--- src/rtl/adc_result_avg.sv ---
`default_nettype none
// ============================================================================
// Module      : adc_result_avg
// Description : Block averager for SAR conversion results (N = 1/4/16/64),
//               with rounded mean, block min/max and a valid/ready result port.
// Revision    : 1.0 - initial release
// ============================================================================
module adc_result_avg #(
    parameter int WIDTH = 8,
    parameter int ACC_W = 14
) (
    input  logic             clk,
    input  logic             rst_n,
    input  logic [WIDTH-1:0] in_result,
    input  logic             in_valid,
    input  logic             enable,
    input  logic             clear,
    input  logic [1:0]       avg_sel,
    input  logic             out_ready,
    output logic [WIDTH-1:0] avg_out,
    output logic [WIDTH-1:0] blk_min,
    output logic [WIDTH-1:0] blk_max,
    output logic             out_valid,
    output logic             overrun
);

    typedef enum logic [1:0] {
        S_IDLE  = 2'd0,
        S_ACCUM = 2'd1,
        S_DONE  = 2'd2
    } state_t;

    state_t           state_q, state_d;
    logic             in_valid_q;
    logic [2:0]       k_q, k_d;
    logic [6:0]       cnt_q, cnt_d;
    logic [ACC_W-1:0] acc_q, acc_d;
    logic [WIDTH-1:0] min_q, min_d;
    logic [WIDTH-1:0] max_q, max_d;
    logic [WIDTH-1:0] avg_q, avg_d;
    logic [WIDTH-1:0] bmin_q, bmin_d;
    logic [WIDTH-1:0] bmax_q, bmax_d;
    logic             out_valid_q, out_valid_d;
    logic             overrun_q, overrun_d;

    logic             w_accept;
    logic [6:0]       w_blk_len;
    logic [6:0]       w_cnt_inc;
    logic [ACC_W:0]   w_round;
    logic [ACC_W:0]   w_sum;
    logic [ACC_W:0]   w_shift;
    logic [WIDTH-1:0] w_avg;

    // A level-high in_valid yields exactly one sample on its rising edge.
    assign w_accept  = in_valid & ~in_valid_q & enable;
    assign w_blk_len = 7'd1 << k_q;
    assign w_cnt_inc = cnt_q + 7'd1;

    assign w_round = (k_q == 3'd0) ? '0 : ((ACC_W+1)'(1) << (k_q - 3'd1));
    assign w_sum   = {1'b0, acc_q} + w_round;
    assign w_shift = w_sum >> k_q;
    assign w_avg   = (|w_shift[ACC_W:WIDTH]) ? '1 : w_shift[WIDTH-1:0];

    always_comb begin
        state_d     = state_q;
        k_d         = k_q;
        cnt_d       = cnt_q;
        acc_d       = acc_q;
        min_d       = min_q;
        max_d       = max_q;
        avg_d       = avg_q;
        bmin_d      = bmin_q;
        bmax_d      = bmax_q;
        out_valid_d = out_valid_q & ~out_ready;
        overrun_d   = overrun_q;

        if (clear) begin
            // Result registers are deliberately left untouched by clear.
            state_d     = S_IDLE;
            acc_d       = '0;
            cnt_d       = '0;
            out_valid_d = 1'b0;
            overrun_d   = 1'b0;
        end else begin
            case (state_q)
                S_IDLE: begin
                    if (w_accept) begin
                        k_d     = {avg_sel, 1'b0};
                        acc_d   = ACC_W'(in_result);
                        min_d   = in_result;
                        max_d   = in_result;
                        cnt_d   = 7'd1;
                        state_d = (avg_sel == 2'd0) ? S_DONE : S_ACCUM;
                    end
                end
                S_ACCUM: begin
                    if (w_accept) begin
                        acc_d = acc_q + ACC_W'(in_result);
                        if (in_result < min_q) min_d = in_result;
                        if (in_result > max_q) max_d = in_result;
                        cnt_d = w_cnt_inc;
                        if (w_cnt_inc == w_blk_len) state_d = S_DONE;
                    end
                end
                S_DONE: begin
                    avg_d       = w_avg;
                    bmin_d      = min_q;
                    bmax_d      = max_q;
                    out_valid_d = 1'b1;
                    if (out_valid_q && !out_ready) overrun_d = 1'b1;
                    acc_d       = '0;
                    cnt_d       = '0;
                    state_d     = S_IDLE;
                end
                default: state_d = S_IDLE;
            endcase
        end
    end

    always_ff @(posedge clk or negedge rst_n) begin
        if (!rst_n) begin
            state_q     <= S_IDLE;
            in_valid_q  <= 1'b0;
            k_q         <= '0;
            cnt_q       <= '0;
            acc_q       <= '0;
            min_q       <= '0;
            max_q       <= '0;
            avg_q       <= '0;
            bmin_q      <= '0;
            bmax_q      <= '0;
            out_valid_q <= 1'b0;
            overrun_q   <= 1'b0;
        end else begin
            state_q     <= state_d;
            in_valid_q  <= in_valid;
            k_q         <= k_d;
            cnt_q       <= cnt_d;
            acc_q       <= acc_d;
            min_q       <= min_d;
            max_q       <= max_d;
            avg_q       <= avg_d;
            bmin_q      <= bmin_d;
            bmax_q      <= bmax_d;
            out_valid_q <= out_valid_d;
            overrun_q   <= overrun_d;
        end
    end

    assign avg_out   = avg_q;
    assign blk_min   = bmin_q;
    assign blk_max   = bmax_q;
    assign out_valid = out_valid_q;
    assign overrun   = overrun_q;

endmodule
`default_nettype wire

--- config.mk ---
export PLATFORM = sky130hd
export DESIGN_NAME = adc_result_avg
export DESIGN_NICKNAME = d
export VERILOG_FILES = /design/src/rtl/adc_result_avg.sv
export SDC_FILE = /design/constraint.sdc
export NUM_CORES = 1
export LEC_CHECK = 0
export CORE_ASPECT_RATIO = 1.1
export CORE_MARGIN = 4
export CORE_UTILIZATION = 40
export CTS_CLUSTER_DIAMETER = 100
export CTS_CLUSTER_SIZE = 10
export DETAILED_ROUTE_END_ITERATION = 8
export DONT_BUFFER_PORTS = 1
export PLACE_DENSITY = 0.53
export RECOVER_POWER = 50
export SLEW_MARGIN = 10
export SYNTH_ARGS = -nofsm -noshare
export SYNTH_HDL_FRONTEND = slang
export SYNTH_SLANG_ARGS = --single-unit
--- constraint.sdc ---
create_clock -name clk -period 8 [get_ports clk]
set_input_delay 0.8 -clock clk [delete_from_list [all_inputs] [get_ports clk]]
set_output_delay 0.8 -clock clk [all_outputs]
set_load 0.01 [all_outputs]
# Yosys cells after proc, flatten, opt, wreduce, memory -nomap -nowiden
# Cells that the tools add are included.
# op_classes
n_addsub	4
magnitude_cmp	2
n_eq_ne	10
n_shift	3
mux	28
n_bitwise	6
reduce_logical	17
# op_table
op	n
$mux W8	6
$mux W14	3
$pmux W14 S3	1
$pmux W8 S2	2
$mux W7	3
$pmux W7 S3	1
$add A14 B15 Y15	1
$mux W15	1
$shl A1 B3 Y15 const A	1
$shr A15 B3 Y15	1
$add A14 B8 Y14	1
$mux W2	5
$reduce_and A5 Y1	2
$ne A3 B3 Y1 const B	3
$reduce_and A3 Y1	3
$gt A8 B8 Y1	1
$lt A8 B8 Y1	1
$ne A2 B2 Y1 const B	4
$add A7 B1 Y7 const B	1
$eq A7 B7 Y1	1
$reduce_or A7 Y1	1
$shl A1 B3 Y7 const A	1
$reduce_bool A2 Y1	3
$mux W1	5
other kinds (12)	18
# word_totals
register_bits	68
inputBits	16
word_cells	82

# Longest topological paths before layout
# depth
ltp_word	7
ltp_mapped	12

# Worst setup path before layout
# Ideal clock, no wire load.
# synth_timing
path_kind	in2reg
startpoint	in in_result[0]
endpoint	reg acc_q[12]
arrival_time_ps	2682
t_required_ps	7930
path_slack_ps	5248
stages	10
path_cell_list	ha_1 -> inv_1 -> fa_1 -> nor2b_1 -> o21ai_1 -> a21boi_1 -> o21ai_1 -> a211o_1 -> or4_1 -> nand3_1
# synth_between
elab_chain_len	4
# synth_rtl
item	line_no	source
start, declared	14	input logic [WIDTH-1:0] in_result,
$add A14 B8 Y14	98	acc_d = acc_q + ACC_W'(in_result);
$mux W14	97	if (w_accept) begin
$pmux W14 S3	85	case (state_q)
$mux W14	77	if (clear) begin
end signal, assigned	126	acc_q <= '0;
end signal, assigned	139	acc_q <= acc_d;
end, declared	37	logic [ACC_W-1:0] acc_q, acc_d;
# Every way passes these cells. The select of a mux whose other input is x is not followed.
# A chain may end at the register's enable or synchronous reset.

# Worst setup path in the final report
# layout_timing
startpoint	reg k_q[1]
endpoint	reg avg_q[7] (netlist: avg_out[7])
# layout_between
elab_chain_len	7
elab_cells_between_ends	8
# layout_rtl
item	line_no	source
start, declared	35	logic [2:0] k_q, k_d;
start signal, assigned	137	k_q <= k_d;
$sub A3 B1 Y3	59	assign w_round = (k_q == 3'd0) ? '0 : ((ACC_W+1)'(1) << (k_q - 3'd1));
$shl A1 B3 Y15	59	
$mux W15	59	
$add A14 B15 Y15	60	assign w_sum = {1'b0, acc_q} + w_round;
$shr A15 B3 Y15 (*)	61	assign w_shift = w_sum >> k_q;
$reduce_or A7 Y1	62	assign w_avg = (|w_shift[ACC_W:WIDTH]) ? '1 : w_shift[WIDTH-1:0];
$mux W8 (*)	62	
end signal, assigned	142	avg_q <= avg_d;
end, declared	40	logic [WIDTH-1:0] avg_q, avg_d;
# Every way passes the cells marked *; elsewhere a longest branch is shown, timed or not.

==> impl_metrics.json <==
{
  "crit_type": "flip-flop to flip-flop",
  "drc": 0,
  "post_cts_resize_count": 0,
  "place.port_buffers": 0,
  "fin_crit_sh": 0.4490,
  "post-place-ws_ns": 4.442,
  "hold_path_class": "input pin to asynchronous set/reset pin",
  "grt_use_total": 0.1758,
  "postCtsSetupRepairBufs": 0,
  "via_per_inst": 5.468,
  "fin_nets": 517,
  "holdWs_ns": 0.1648,
  "cts.sinks": 68,
  "htreeDepth": 3,
  "regToRegSetupSlack_ns": 4.41,
  "max-cap-violations": 0,
  "hold_viol": 0,
  "grt_max_degree": 69,
  "netlist_area_um2": 4452,
  "synth_flop_cell": "dfrtp_1",
  "fillers": 1104,
  "arrival_ns": 3.79,
  "grt_pass1_vias": 3495,
  "powerDensity_nw_per_um2": 251.7,
  "dieArea_um2": 12880,
  "avgSynthCellArea_um2": 9.313,
  "grt_pass1_wl_um": 17800,
  "setup_tns_ns": 0,
  "cts_tree": "yes",
  "seq_area_frac_synth": 0.3822,
  "layout-drive-gt1-share": 0.1205,
  "firstDrtPassIters": 5,
  "row_count": 40,
  "final_cell_mix": "dfrtp_1 (68), nand2_1 (49), nor2_1 (35)",
  "final_common_cell": "dfrtp_1",
  "syn_nets": 527,
  "die_width_um": 108.6,
  "syn_to_final_growth_pct": 8.685,
  "final_util": 0.4435,
  "relSlewSlack": 0.2736,
  "avgRoutedWirePerCell_um": 16.64,
  "stdcell_area_um2": 4838,
  "fin_crit_ns": 3.592,
  "die_h_um": 118.6,
  "setup_slack_ns": 4.408,
  "status": "completed",
  "synthCells": 478,
  "wl_um": 10320,
  "initial_core_util": 0.4080,
  "setup_viol": 0,
  "synthTopCellsByArea": "dfrtp_1 (38%), ha_1 (9.0%), mux2_2 (4.8%)",
  "vias": 3390,
  "root_buffer": "clkbuf_16",
  "synth_edf_count": 0,
  "reg2reg_depth": 11,
  "cts_hold_buffers": 0,
  "core-area_um2": 10910,
  "place_hpwl_um": 7676,
  "antenna_left": 0,
  "fmax_ghz": 0.2784,
  "finClkSkew_ns": 0.005794,
  "cts_buffers": 9,
  "end_kind": "flip-flop",
  "max-vdd-ir-drop_uv": 136.5,
  "antenna_found_initial": 0,
  "worst_slew_pin_slew_ns": 1.090,
  "synth_async_sr_flop_share": 1.000,
  "grt_overflow": 0,
  "placedCellCount": 604,
  "num_antenna_cells": 0,
  "yosysTopAreaCell": "dfrtp_1",
  "slew_violations": 0,
  "worstPathRequired_ns": 8.20,
  "rsz0062_at_grt": "false",
  "startpoint_type": "flip-flop",
  "leakagePower_nw": 2.051,
  "synth_cell_types": 68,
  "r2r-start": "k_q[1]",
  "ios": 42,
  "cts_buffer_depth": 2,
  "path_clk_slew_ns": 0.06,
  "drt_iter0_markers": 199,
  "synth_top_area_share": 0.3822,
  "critPathMaxFanout": 29,
  "place.gp.congestion": 0.8329,
  "clk_latency_ns": 0.33,
  "ys_ff_latch": 68,
  "yosys_warnings": 0,
  "post_dp_cell_area_um2": 4533,
  "r2r-end": "avg_out[7]",
  "final_cells": 620,
  "power_mw": 1.218
}
==> state kept, by name, summed over array words and instances (netlist names), 2 cells and up <==
| register | flops |
|---|---|
| acc_q | 14 |
| blk_min | 8 |
| k_q | 2 |
| min_q | 8 |
| state_q | 2 |
| max_q | 8 |
| cnt_q | 7 |
| avg_out | 8 |
| blk_max | 8 |
==> cells in the mapped netlist (3+ instances only) <==
master    instances
nor2_1           35
xor2_1            7
nand2_1          49
a21o_1            5
o211ai_1          4
and3_1            5
ha_1             32
inv_1            30
o21ai_0          33
dfrtp_1          68
and2_1            3
nor3_1           15
or4_1             4
clkbuf_1         12
and3_4            3
mux2_2           19
nand2b_1          7
buf_2             3
a211oi_1          9
a221oi_1          4
o21ai_1           3
a21oi_1          28
o22ai_1           8
nor2b_1           7
xnor2_1          14
nand3_1          13
mux2i_1           4
a31oi_1           3
nor3_2            3
==> worst max-delay path, cell delays in order, from the launching register on <==
cell	delay, ns
dfrtp_1	0.95
inv_1	0.35
nor2_1	0.22
ha_1	0.22
ha_1	0.23
a21oi_2	0.10
o21ai_4	0.22
nand2_1	0.09
xnor2_1	0.17
mux2_2	0.33
nor4_4	0.43
a21oi_1	0.13
==> cell type report <==
| type | count | area (µm²) | share of cell area |
|---|---|---|---|
| clock buffers | 13 | 260.3 | 0.05379 |
| clock inverters | 3 | 45.04 | 0.009310 |
| inverters | 30 | 112.6 | 0.02327 |
| multi-input cells | 359 | 2535 | 0.5239 |
| flip-flops and latches | 68 | 1702 | 0.3517 |
| well taps | 147 | 183.9 | 0.03801 |
==> layer usage <==
layer,wire [µm],global-route usage
met1,4364,0.2171
met2,5178,0.2863
met3,480,0.04915
met4,295,0.07182
met5,0,0
==> worst max-delay path by stage <==
stage                     slack (ns)  cells after the start         end         start
after floorplan                 5.25                     10   acc_q[12]  in_result[0]
after global placement          4.57                     11  avg_out[3]        k_q[1]
after detailed placement        4.44                     11  avg_out[1]        k_q[1]
after CTS                       4.43                     11  avg_out[7]        k_q[1]
after global routing            4.12                     11  avg_out[7]        k_q[1]
final                           4.41                     11  avg_out[7]        k_q[1]
==> kinds of logic after synthesis <==
group | Yosys count | share of synthesized area
flops | 68 | 0.3822
other cells | 1 | 0.0008424
xor+xnor | 21 | 0.04132
compound gates | 127 | 0.1993
simple gates | 154 | 0.1765
mux | 23 | 0.05706
buf+inv | 51 | 0.04834
fa+ha+maj | 33 | 0.09443
==> power breakdown <==
group / leakage (nW) / switching [mW] / total [mW] / internal, mW
clock: 0.142 / 0.148 / 0.407 / 0.259
sequential: 0.870 / 0.103 / 0.535 / 0.432
combinational: 1.04 / 0.148 / 0.276 / 0.128
Note: power is estimated with default switching activity, not from simulation.
